**config.mk**
```make
export PLATFORM = sky130hd
export DESIGN_NAME = mb32_master
export DESIGN_NICKNAME = d
export VERILOG_FILES = /design/src/rtl/mb32_master.sv
export SDC_FILE = /design/constraint.sdc
export NUM_CORES = 1
export LEC_CHECK = 0
export CAP_MARGIN = 20
export CORE_UTILIZATION = 55
export DETAILED_ROUTE_END_ITERATION = 8
export GPL_ROUTABILITY_DRIVEN = 1
export GPL_TIMING_DRIVEN = 1
export PLACE_DENSITY = 0.85
export SYNTH_ARGS = -nofsm -noshare
export SYNTH_HDL_FRONTEND = slang
export SYNTH_SLANG_ARGS = --single-unit
```
**constraint.sdc**
```tcl
create_clock -name clk -period 4.69 [get_ports clk]
set_clock_uncertainty 0.2 [all_clocks]
set_input_delay 0.938 -clock clk [delete_from_list [all_inputs] [get_ports clk]]
set_output_delay 0.938 -clock clk [all_outputs]
set_load 0.005 [all_outputs]
```
**src/rtl/mb32_master.sv**
```systemverilog
// mb32_master: byte/half/word load-store master for a 32-bit word bus, splitting unaligned accesses.
// Ports:
//   clk, rst (sync, active-low)
//   req_valid/req_ready handshake; req_we, req_sz, req_sx, req_addr, req_wdata describe the access
//   rsp_valid (1-cycle pulse), rsp_rdata (load result, 0 for stores, held until the next pulse)
//   bus: ai word address, vi write data, we write enable, bmsk lane mask (outputs), vo read data (input)
module mb32_master #(
  parameter int AW = 17
) (
  input  logic          clk,
  input  logic          rst,
  input  logic          req_valid,
  output logic          req_ready,
  input  logic          req_we,
  input  logic [1:0]    req_sz,
  input  logic          req_sx,
  input  logic [AW-1:0] req_addr,
  input  logic [31:0]   req_wdata,
  output logic          rsp_valid,
  output logic [31:0]   rsp_rdata,
  output logic [AW-3:0] ai,
  output logic [31:0]   vi,
  output logic          we,
  output logic [3:0]    bmsk,
  input  logic [31:0]   vo
);
  // WR0 is the store's first bus cycle; the other states name the cycle they occupy.
  typedef enum logic [2:0] {IDLE, RA0, RD0, RA1, RD1, WR0, WR1, RSP} state_t;
  state_t state, state_n;
  logic          st, split, sx;
  logic [1:0]    off, sz;
  logic [AW-3:0] w0, w1;
  logic [3:0]    m_hi;
  logic [31:0]   d_hi, lo, hi_src, lo_src, r, res;
  logic [7:0]    m;
  logic [63:0]   d;
  logic          hs;
  assign hs = req_valid & req_ready;
  assign w0 = req_addr[AW-1:2];
  assign m  = (req_sz == 2'd0 ? 8'h01 : req_sz == 2'd1 ? 8'h03 : 8'h0F) << req_addr[1:0];
  assign d  = {32'h0, req_wdata} << {req_addr[1:0], 3'b000};
  // Unsplit loads finish straight from RD0 with vo as the low word; split loads use the
  // captured low word and take vo as the high word in RD1.
  assign hi_src = state == RD1 ? vo : 32'h0;
  assign lo_src = state == RD1 ? lo : vo;
  assign r      = 32'({hi_src, lo_src} >> {off, 3'b000});
  assign res    = sz == 2'd0 ? {{24{sx & r[7]}}, r[7:0]}
                : sz == 2'd1 ? {{16{sx & r[15]}}, r[15:0]} : r;
  always_comb begin
    state_n = state;
    case (state)
      IDLE:    state_n = hs ? (req_we ? WR0 : RA0) : IDLE;
      RA0:     state_n = RD0;
      RD0:     state_n = split ? RA1 : RSP;
      RA1:     state_n = RD1;
      RD1:     state_n = RSP;
      WR0:     state_n = split ? WR1 : RSP;
      WR1:     state_n = RSP;
      default: state_n = IDLE;
    endcase
  end
  always_ff @(posedge clk) begin
    if (!rst) begin
      state     <= IDLE;
      req_ready <= 1'b1;
      rsp_valid <= 1'b0;
      rsp_rdata <= 32'h0;
      ai        <= '0;
      vi        <= 32'h0;
      we        <= 1'b0;
      bmsk      <= 4'h0;
      st        <= 1'b0;
      split     <= 1'b0;
      sx        <= 1'b0;
      off       <= 2'd0;
      sz        <= 2'd0;
      w1        <= '0;
      m_hi      <= 4'h0;
      d_hi      <= 32'h0;
      lo        <= 32'h0;
    end else begin
      state     <= state_n;
      req_ready <= state_n == IDLE;
      rsp_valid <= state_n == RSP;
      we        <= state_n == WR0 || state_n == WR1;
      bmsk      <= state_n == WR0 ? m[3:0] : state_n == WR1 ? m_hi : 4'h0;
      if (hs) begin
        st    <= req_we;
        split <= |m[7:4];
        sx    <= req_sx;
        off   <= req_addr[1:0];
        sz    <= req_sz;
        w1    <= w0 + (AW-2)'(1);
        m_hi  <= m[7:4];
        d_hi  <= d[63:32];
        ai    <= w0;
        if (req_we) vi <= d[31:0];
      end
      if (state_n == RA1) ai <= w1;
      if (state_n == WR1) begin
        ai <= w1;
        vi <= d_hi;
      end
      if (state == RD0) lo <= vo;
      if (state_n == RSP) rsp_rdata <= st ? 32'h0 : res;
    end
  end
endmodule

```
==> results.sh, run 1 <==
export IMPL_grt_setup_unrepaired="false"
export IMPL_syn_cell_area_um2=8530
export IMPL_grt_pass1_wl_um=40000
export IMPL_synth_seq_cells=170
export IMPL_core_area_um2=15100
export IMPL_antenna_violating_nets_post_route=0
export IMPL_synthDistinctLibCells=57
export IMPL_ys_seq_area_frac=0.399
export IMPL_synth_enable_flop_cells=0
export IMPL_clk_path_buf_depth=2
export IMPL_number_of_global_route_vias_before_repair=7735
export IMPL_post_layout_nonfiller_instances=1355
export IMPL_routed_wirelength_um=25200
export IMPL_numPortBuffers=173
export IMPL_fin_crit_ns=3.10
export IMPL_critPathCaptureType="flop"
export IMPL_max_slew_worst_pin_slew_ns=1.01
export IMPL_grt_start_max_net_pins=80
export IMPL_p_leak_uw=0.00392
export IMPL_mapped_nets=1121
export IMPL_worstHoldPathType="reg2reg"
export IMPL_status="completed"
export IMPL_max_slew_margin_rel=0.323
export IMPL_timing_max_transition_violations_final=0
export IMPL_detail_route_first_pass_iterations=5
export IMPL_antenna_diode_count=0
export IMPL_min_period_over_period=0.661
export IMPL_worst_ir_drop_vdd_uv=328
export IMPL_floorplan_die_height_um=127
export IMPL_cts_inserted_buffers=17
export IMPL_cts_hold_buffers=0
export IMPL_setup_violators_final=0
export IMPL_fill_cells=1128
export IMPL_boundary_pin_count=174
export IMPL_setup_tns_final_ns=0
export IMPL_place_congestion=0.926
export IMPL_hold_viol=0
export IMPL_crit_required_ns=4.79
export IMPL_area_growth_pct=28.9
export IMPL_detailed_place_hpwl_um=17000
export IMPL_postSynth_asyncResetShare=0
export IMPL_timing_hold_ws_ns=0.251
export IMPL_finalPower_uw=5040
export IMPL_nNetsFinal=1243
export IMPL_place_detailed_instances=1323
export IMPL_grt_overflow_total=0
export IMPL_clk_insertion_delay_late_ns=0.43
export IMPL_fmaxAchievable_ghz=0.323
export IMPL_clock_tree_root_cell="sky130_fd_sc_hd__clkbuf_16"
export IMPL_starting_utilization_of_the_core_area=0.563
export IMPL_tritoncts="done"
export IMPL_avgSynthCellArea_um2=8.26
export IMPL_antenna_found_initial=1
export IMPL_dr_total_vias=8430
export IMPL_path_max_fanout=24
export IMPL_critPathLaunchType="input port"
export IMPL_design_die_area_um2=16000
export IMPL_drive_above_1_share=0.0686
export IMPL_gr_usage_all_layers=0.317
export IMPL_yosys_most_used_dff="sky130_fd_sc_hd__dfxtp_1"
export IMPL_detail_route_vias_per_cell=6.22
export IMPL_wire_per_inst_um=18.6
export IMPL_critPathKind="in2reg"
export IMPL_h_tree_depth=4
export IMPL_synth_yosys_warnings=0
export IMPL_clk_transition_reported_paths_ns=0.06
export IMPL_worstPathArrival_ns=3.20
export IMPL_maxCapViolCount=0
export IMPL_drc_violation_total_after_the_first_tritonroute_iteration=981
export IMPL_die_width_um=127
export IMPL_drt_drc_violations_left=0
export IMPL_postCtsResizedCells=0
export IMPL_row_count=45
export IMPL_numClockSinks=170
export IMPL_finish_utilization=0.726
export IMPL_post_cts_repair_setup_buffers=0
export IMPL_cellPowerDensity_nw_per_um2=459
export IMPL_synthesis_instances=1032
-- stage by stage --
| step | area [um^2] | setup WS [ns] |
|---|---|---|
| after floorplan | 8530 | 2.14 |
| after global placement | 10300 | 1.28 |
| after detailed placement | 10300 | 1.22 |
| after CTS | 11000 | 1.62 |
| after global routing | 11000 | 1.43 |
| final | 11000 | 1.59 |
-- critical path, cell delays in order --
cell and delay (ns):
sky130_fd_sc_hd__clkdlybuf4s50_1 1.13, sky130_fd_sc_hd__buf_4 0.37, sky130_fd_sc_hd__mux2i_1 0.30, sky130_fd_sc_hd__nor3_1 0.11, sky130_fd_sc_hd__a211oi_1 0.27, sky130_fd_sc_hd__nor3_1 0.07
-- layout make-up --
class	count	area (um^2)	share of cell area
multi-input cells	769	4730	0.430
well taps	188	235	0.0214
inverters	6	25.0	0.00228
clock inverters	11	238	0.0216
repair buffers	190	1890	0.172
flip-flops and latches	170	3400	0.310
clock buffers	21	470	0.0428
-- report_power, final --
group / leakage, uW / switching, uW / internal, uW
Combinational: 0.00219 / 812 / 696
Clock: 0.000348 / 578 / 1100
Sequential: 0.00139 / 184 / 1680
-- synth_stat cells (4+ instances only) --
cell,instances,area (um^2)
sky130_fd_sc_hd__a22oi_1,13,97.6
sky130_fd_sc_hd__buf_2,12,60.1
sky130_fd_sc_hd__a32oi_1,8,70.1
sky130_fd_sc_hd__a31oi_1,17,106
sky130_fd_sc_hd__o211ai_1,4,30.0
sky130_fd_sc_hd__and2_1,17,106
sky130_fd_sc_hd__nor2b_1,5,31.3
sky130_fd_sc_hd__mux2i_1,69,691
sky130_fd_sc_hd__nor3_1,32,160
sky130_fd_sc_hd__a21oi_1,65,325
sky130_fd_sc_hd__mux2_2,8,90.1
sky130_fd_sc_hd__a221oi_1,16,140
sky130_fd_sc_hd__a311oi_1,23,201
sky130_fd_sc_hd__nand2b_1,20,125
sky130_fd_sc_hd__o21ai_0,33,165
sky130_fd_sc_hd__mux4_2,13,293
sky130_fd_sc_hd__dfxtp_1,170,3400
sky130_fd_sc_hd__and3_1,6,37.5
sky130_fd_sc_hd__o31ai_1,4,30.0
sky130_fd_sc_hd__clkbuf_1,66,248
sky130_fd_sc_hd__nand2_1,191,717
sky130_fd_sc_hd__nand3_1,19,95.1
sky130_fd_sc_hd__xnor2_1,9,78.8
sky130_fd_sc_hd__xor2_1,4,35.0
sky130_fd_sc_hd__inv_1,5,18.8
sky130_fd_sc_hd__o21ai_1,11,55.1
sky130_fd_sc_hd__a211oi_1,33,248
sky130_fd_sc_hd__nor2_1,114,428
-- logic make-up (layout without fill, tap and decap cells) --
kind of cell    after synthesis  in the layout  share of synthesized area
buf+inv                      93            228                     0.0489
simple gates                417            417                      0.212
compound gates              245            245                      0.191
fa+ha+maj                     1              1                    0.00147
flops                       170            170                      0.399
mux                          93             93                      0.134
xor+xnor                     13             13                     0.0134
-- metal layers --
metal,global-route usage,wire length [um],up-vias
met4,0.147,926,2
li1,-,-,3924
met5,0,13,-
met2,0.500,11500,495
met1,0.411,10300,3939
met3,0.0784,2370,70
-- cell usage in the layout, fill, tap and decap left out, types with 9 or more instances in the layout --
| master | Yosys | layout |
|---|---|---|
| sky130_fd_sc_hd__nand2_1 | 191 | 191 |
| sky130_fd_sc_hd__clkdlybuf4s50_1 | 0 | 173 |
| sky130_fd_sc_hd__dfxtp_1 | 170 | 169 |
| sky130_fd_sc_hd__nor2_1 | 114 | 114 |
| sky130_fd_sc_hd__mux2i_1 | 69 | 69 |
| sky130_fd_sc_hd__a21oi_1 | 65 | 65 |
| sky130_fd_sc_hd__o21ai_0 | 33 | 33 |
| sky130_fd_sc_hd__a211oi_1 | 33 | 33 |
| sky130_fd_sc_hd__nor3_1 | 32 | 32 |
| sky130_fd_sc_hd__a311oi_1 | 23 | 23 |
| sky130_fd_sc_hd__nand2b_1 | 20 | 20 |
| sky130_fd_sc_hd__nand3_1 | 19 | 19 |
| sky130_fd_sc_hd__a31oi_1 | 17 | 17 |
| sky130_fd_sc_hd__clkbuf_16 | 0 | 17 |
| sky130_fd_sc_hd__and2_1 | 17 | 16 |
| sky130_fd_sc_hd__a221oi_1 | 16 | 16 |
| sky130_fd_sc_hd__buf_4 | 2 | 15 |
| sky130_fd_sc_hd__a22oi_1 | 13 | 13 |
| sky130_fd_sc_hd__mux4_2 | 13 | 13 |
| sky130_fd_sc_hd__o21ai_1 | 11 | 11 |
| sky130_fd_sc_hd__xnor2_1 | 9 | 9 |
-- sequential cells by signal, summed over array words and instances, names as in the netlist --
signal / flops
split: 1
w1: 15
rsp_valid: 1
lo: 32
st: 1
bmsk: 4
sx: 1
d_hi: 24
req_ready: 1
off: 2
state: 3
we: 1
m_hi: 3
vi: 32
ai: 15
rsp_rdata: 32
sz: 2
-- worst paths after layout --
kind                     start            end  slack, ns  cells after the start
setup / recovery   req_addr[0]         vi[14]       1.59                      6
hold / removal    rsp_rdata[2]   rsp_rdata[2]       0.25                      2
setup reg to reg      state[2]  rsp_rdata[23]       1.60                      6
hold reg to reg   rsp_rdata[2]   rsp_rdata[2]       0.25                      2
No activity file was read; power rests on OpenSTA's default activity.
==> run 2: changes to the inputs <==
--- a/config.mk
+++ b/config.mk
@@ -6,11 +6,11 @@
 export NUM_CORES = 1
 export LEC_CHECK = 0
 export CAP_MARGIN = 20
-export CORE_UTILIZATION = 55
+export CORE_UTILIZATION = 52
 export DETAILED_ROUTE_END_ITERATION = 8
 export GPL_ROUTABILITY_DRIVEN = 1
 export GPL_TIMING_DRIVEN = 1
-export PLACE_DENSITY = 0.85
+export PLACE_DENSITY = 0.81
 export SYNTH_ARGS = -nofsm -noshare
 export SYNTH_HDL_FRONTEND = slang
 export SYNTH_SLANG_ARGS = --single-unit
==> constraint.sdc (replaced) <==
create_clock -name clk -period 2.9 [get_ports clk]
set_clock_uncertainty 0.2 [all_clocks]
set_input_delay 0.58 -clock clk [delete_from_list [all_inputs] [get_ports clk]]
set_output_delay 0.58 -clock clk [all_outputs]
set_load 0.005 [all_outputs]
==> run 2 against run 1 <==
Effect of this change:
- sequential power increased by 59%
- largest cell class unchanged
- first-iteration DRC count decreased by 5.0%
- critical path type is now reg2reg
- combinational power up 70%
- power is 60% higher
- clock-buffer cell count fell by 1
- utilization is 2.6 points lower
- via count about the same
- die area grew 5.7%
- critical path depth unchanged
- register-to-register slack worse by 1.3 ns
- worst hold slack got worse by 0.0013 ns
==> results.sh, run 2 (same netlist as run 1, synthesis figures left out) <==
export IMPL_grt_pass1_wl_um=40000
export IMPL_antenna_found_initial=1
export IMPL_largest_registers="lo x32, rsp_rdata x32, vi x32"
export IMPL_worst_reg2reg_path_startpoint="state[1]"
export IMPL_layout_cells_most_common="sky130_fd_sc_hd__nand2_1"
export IMPL_numPortBuffers=173
export IMPL_hold_viol=0
export IMPL_crit_required_ns=2.98
export IMPL_critPathCaptureType="flop"
export IMPL_boundary_pin_count=174
export IMPL_reg2reg_slack_ns=0.35
export IMPL_die_width_um=130
export IMPL_setup_violators_final=0
export IMPL_multi_input_comb_area_um2=4720
export IMPL_clk_insertion_delay_late_ns=0.43
export IMPL_worst_ir_drop_vdd_uv=510
export IMPL_grt_setup_unrepaired="false"
export IMPL_max_slew_margin_rel=0.570
export IMPL_hold_start="rsp_rdata[11]"
export IMPL_starting_utilization_of_the_core_area=0.535
export IMPL_cellPowerDensity_nw_per_um2=725
export IMPL_post_cts_repair_setup_buffers=0
export IMPL_critPathLaunchType="flop"
export IMPL_clk_path_buf_depth=2
export IMPL_core_area_um2=15900
export IMPL_routed_wirelength_um=25400
export IMPL_fmaxAchievable_ghz=0.392
export IMPL_cts_inserted_buffers=17
export IMPL_clock_tree_root_cell="sky130_fd_sc_hd__clkbuf_16"
export IMPL_layout_cells_most_common_list="sky130_fd_sc_hd__nand2_1, sky130_fd_sc_hd__clkdlybuf4s50_1, sky130_fd_sc_hd__dfxtp_1"
export IMPL_drive_above_1_share=0.0842
export IMPL_final_design_area_no_fill_um2=11200
export IMPL_grt_overflow_total=0
export IMPL_fin_crit_ns=2.55
export IMPL_path_cells="nor3b_4 > buf_12 > mux4_2 > or3_1 > nand4_2 > o21ai_0"
export IMPL_min_period_over_period=0.880
export IMPL_critPathKind="reg2reg"
export IMPL_detail_route_vias_per_cell=6.00
export IMPL_tritoncts="done"
export IMPL_finalPower_uw=8090
export IMPL_row_count=46
export IMPL_status="completed"
export IMPL_path_max_fanout=35
export IMPL_drt_drc_violations_left=0
export IMPL_p_leak_uw=0.00400
export IMPL_hold_path_endpoint="rsp_rdata[11]"
export IMPL_maxCapViolCount=0
export IMPL_numClockSinks=170
export IMPL_h_tree_depth=4
export IMPL_cp_max_stage_cell="sky130_fd_sc_hd__mux4_2"
export IMPL_place_congestion=0.914
export IMPL_floorplan_die_height_um=130
export IMPL_detail_route_first_pass_iterations=5
export IMPL_family_with_the_most_delay_on_the_worst_path="simple AND/OR/NAND/NOR gates"
export IMPL_gr_usage_all_layers=0.306
export IMPL_timing_rr_end="rsp_rdata[17]"
export IMPL_setup_tns_final_ns=0
export IMPL_dpl_instance_area_um2=10500
export IMPL_design_die_area_um2=16900
export IMPL_timing_max_transition_violations_final=0
export IMPL_critical_path_n_buffers_inverters=1
export IMPL_detailed_place_hpwl_um=17900
export IMPL_cts_hold_buffers=0
export IMPL_worstHoldPathType="reg2reg"
export IMPL_area_growth_pct=30.9
export IMPL_dr_total_vias=8434
export IMPL_fill_cells=1241
export IMPL_whs_path_depth=2
export IMPL_clk_transition_reported_paths_ns=0.07
export IMPL_wire_per_inst_um=18.1
export IMPL_drc_violation_total_after_the_first_tritonroute_iteration=932
export IMPL_antenna_violating_nets_post_route=0
export IMPL_cpPeakStageDelay_ns=0.57
export IMPL_max_slew_worst_pin_slew_ns=0.643
export IMPL_finalWorstSetupSlack_ns=0.347
export IMPL_postCtsResizedCells=0
export IMPL_finish_utilization=0.700
export IMPL_grt_start_max_net_pins=51
export IMPL_reg2regPathDepth=6
export IMPL_nNetsFinal=1264
export IMPL_worstPathArrival_ns=2.64
export IMPL_number_of_global_route_vias_before_repair=7507
export IMPL_post_place_ws_ns=0.113
export IMPL_ff_latch_area_um2=3400
-- run 2: stage by stage --
step | hold slack (ns) | std cells
finish | 0.249 | 1405
global route | 0.269 | 1404
CTS | 0.253 | 1404
detailed placement | 0.244 | 1372
global placement | 0.232 | 1372
floorplan | 0.232 | 1032
-- run 2: final cells by class --
cell class | instances | share of cell area
antenna | 1 | 0.000224
clock buffer | 20 | 0.0400
clock inverter | 12 | 0.0197
inverter | 6 | 0.00224
multi-input combinational | 769 | 0.423
sequential | 170 | 0.305
tap | 216 | 0.0242
timing repair buffer | 211 | 0.185
-- run 2: metal layers --
layer | up-vias | track usage | routed length (um)
li1 | 3974 | - | -
met1 | 3935 | 0.419 | 10800
met2 | 458 | 0.466 | 11600
met3 | 67 | 0.0541 | 2100
met4 | 0 | 0.147 | 917
met5 | - | 0 | 0
-- run 2: how the worst max path moves through the flow --
stage               slack [ns]             to  startpoint  cells past startpoint
floorplan                 0.68  rsp_rdata[10]    state[0]                      7
global placement          0.24  rsp_rdata[18]      vo[15]                      6
detailed placement        0.11  rsp_rdata[19]      vo[15]                      6
CTS                       0.36  rsp_rdata[17]    state[1]                      6
global route              0.22  rsp_rdata[19]    state[1]                      6
finish                    0.35  rsp_rdata[17]    state[1]                      6
-- run 2: worst min-delay path: stages (launching register included) --
cell	delay, ns
sky130_fd_sc_hd__dfxtp_1	0.31
sky130_fd_sc_hd__nand2_1	0.05
sky130_fd_sc_hd__o21ai_1	0.05
-- run 2: report_power, final --
part           internal, uW  switching (uW)
logic                  1180            1380
registers              2710             246
clock network          1640             931
total                  5530            2560
==> run 3: changes to the inputs <==
--- a/config.mk
+++ b/config.mk
@@ -11,6 +11,7 @@
 export GPL_ROUTABILITY_DRIVEN = 1
 export GPL_TIMING_DRIVEN = 1
 export PLACE_DENSITY = 0.81
+export SKIP_CTS_REPAIR_TIMING = 1
 export SYNTH_ARGS = -nofsm -noshare
 export SYNTH_HDL_FRONTEND = slang
 export SYNTH_SLANG_ARGS = --single-unit
==> results of run 3 <==
No change in the layout: final DEF, timing and power equal those of run 2.
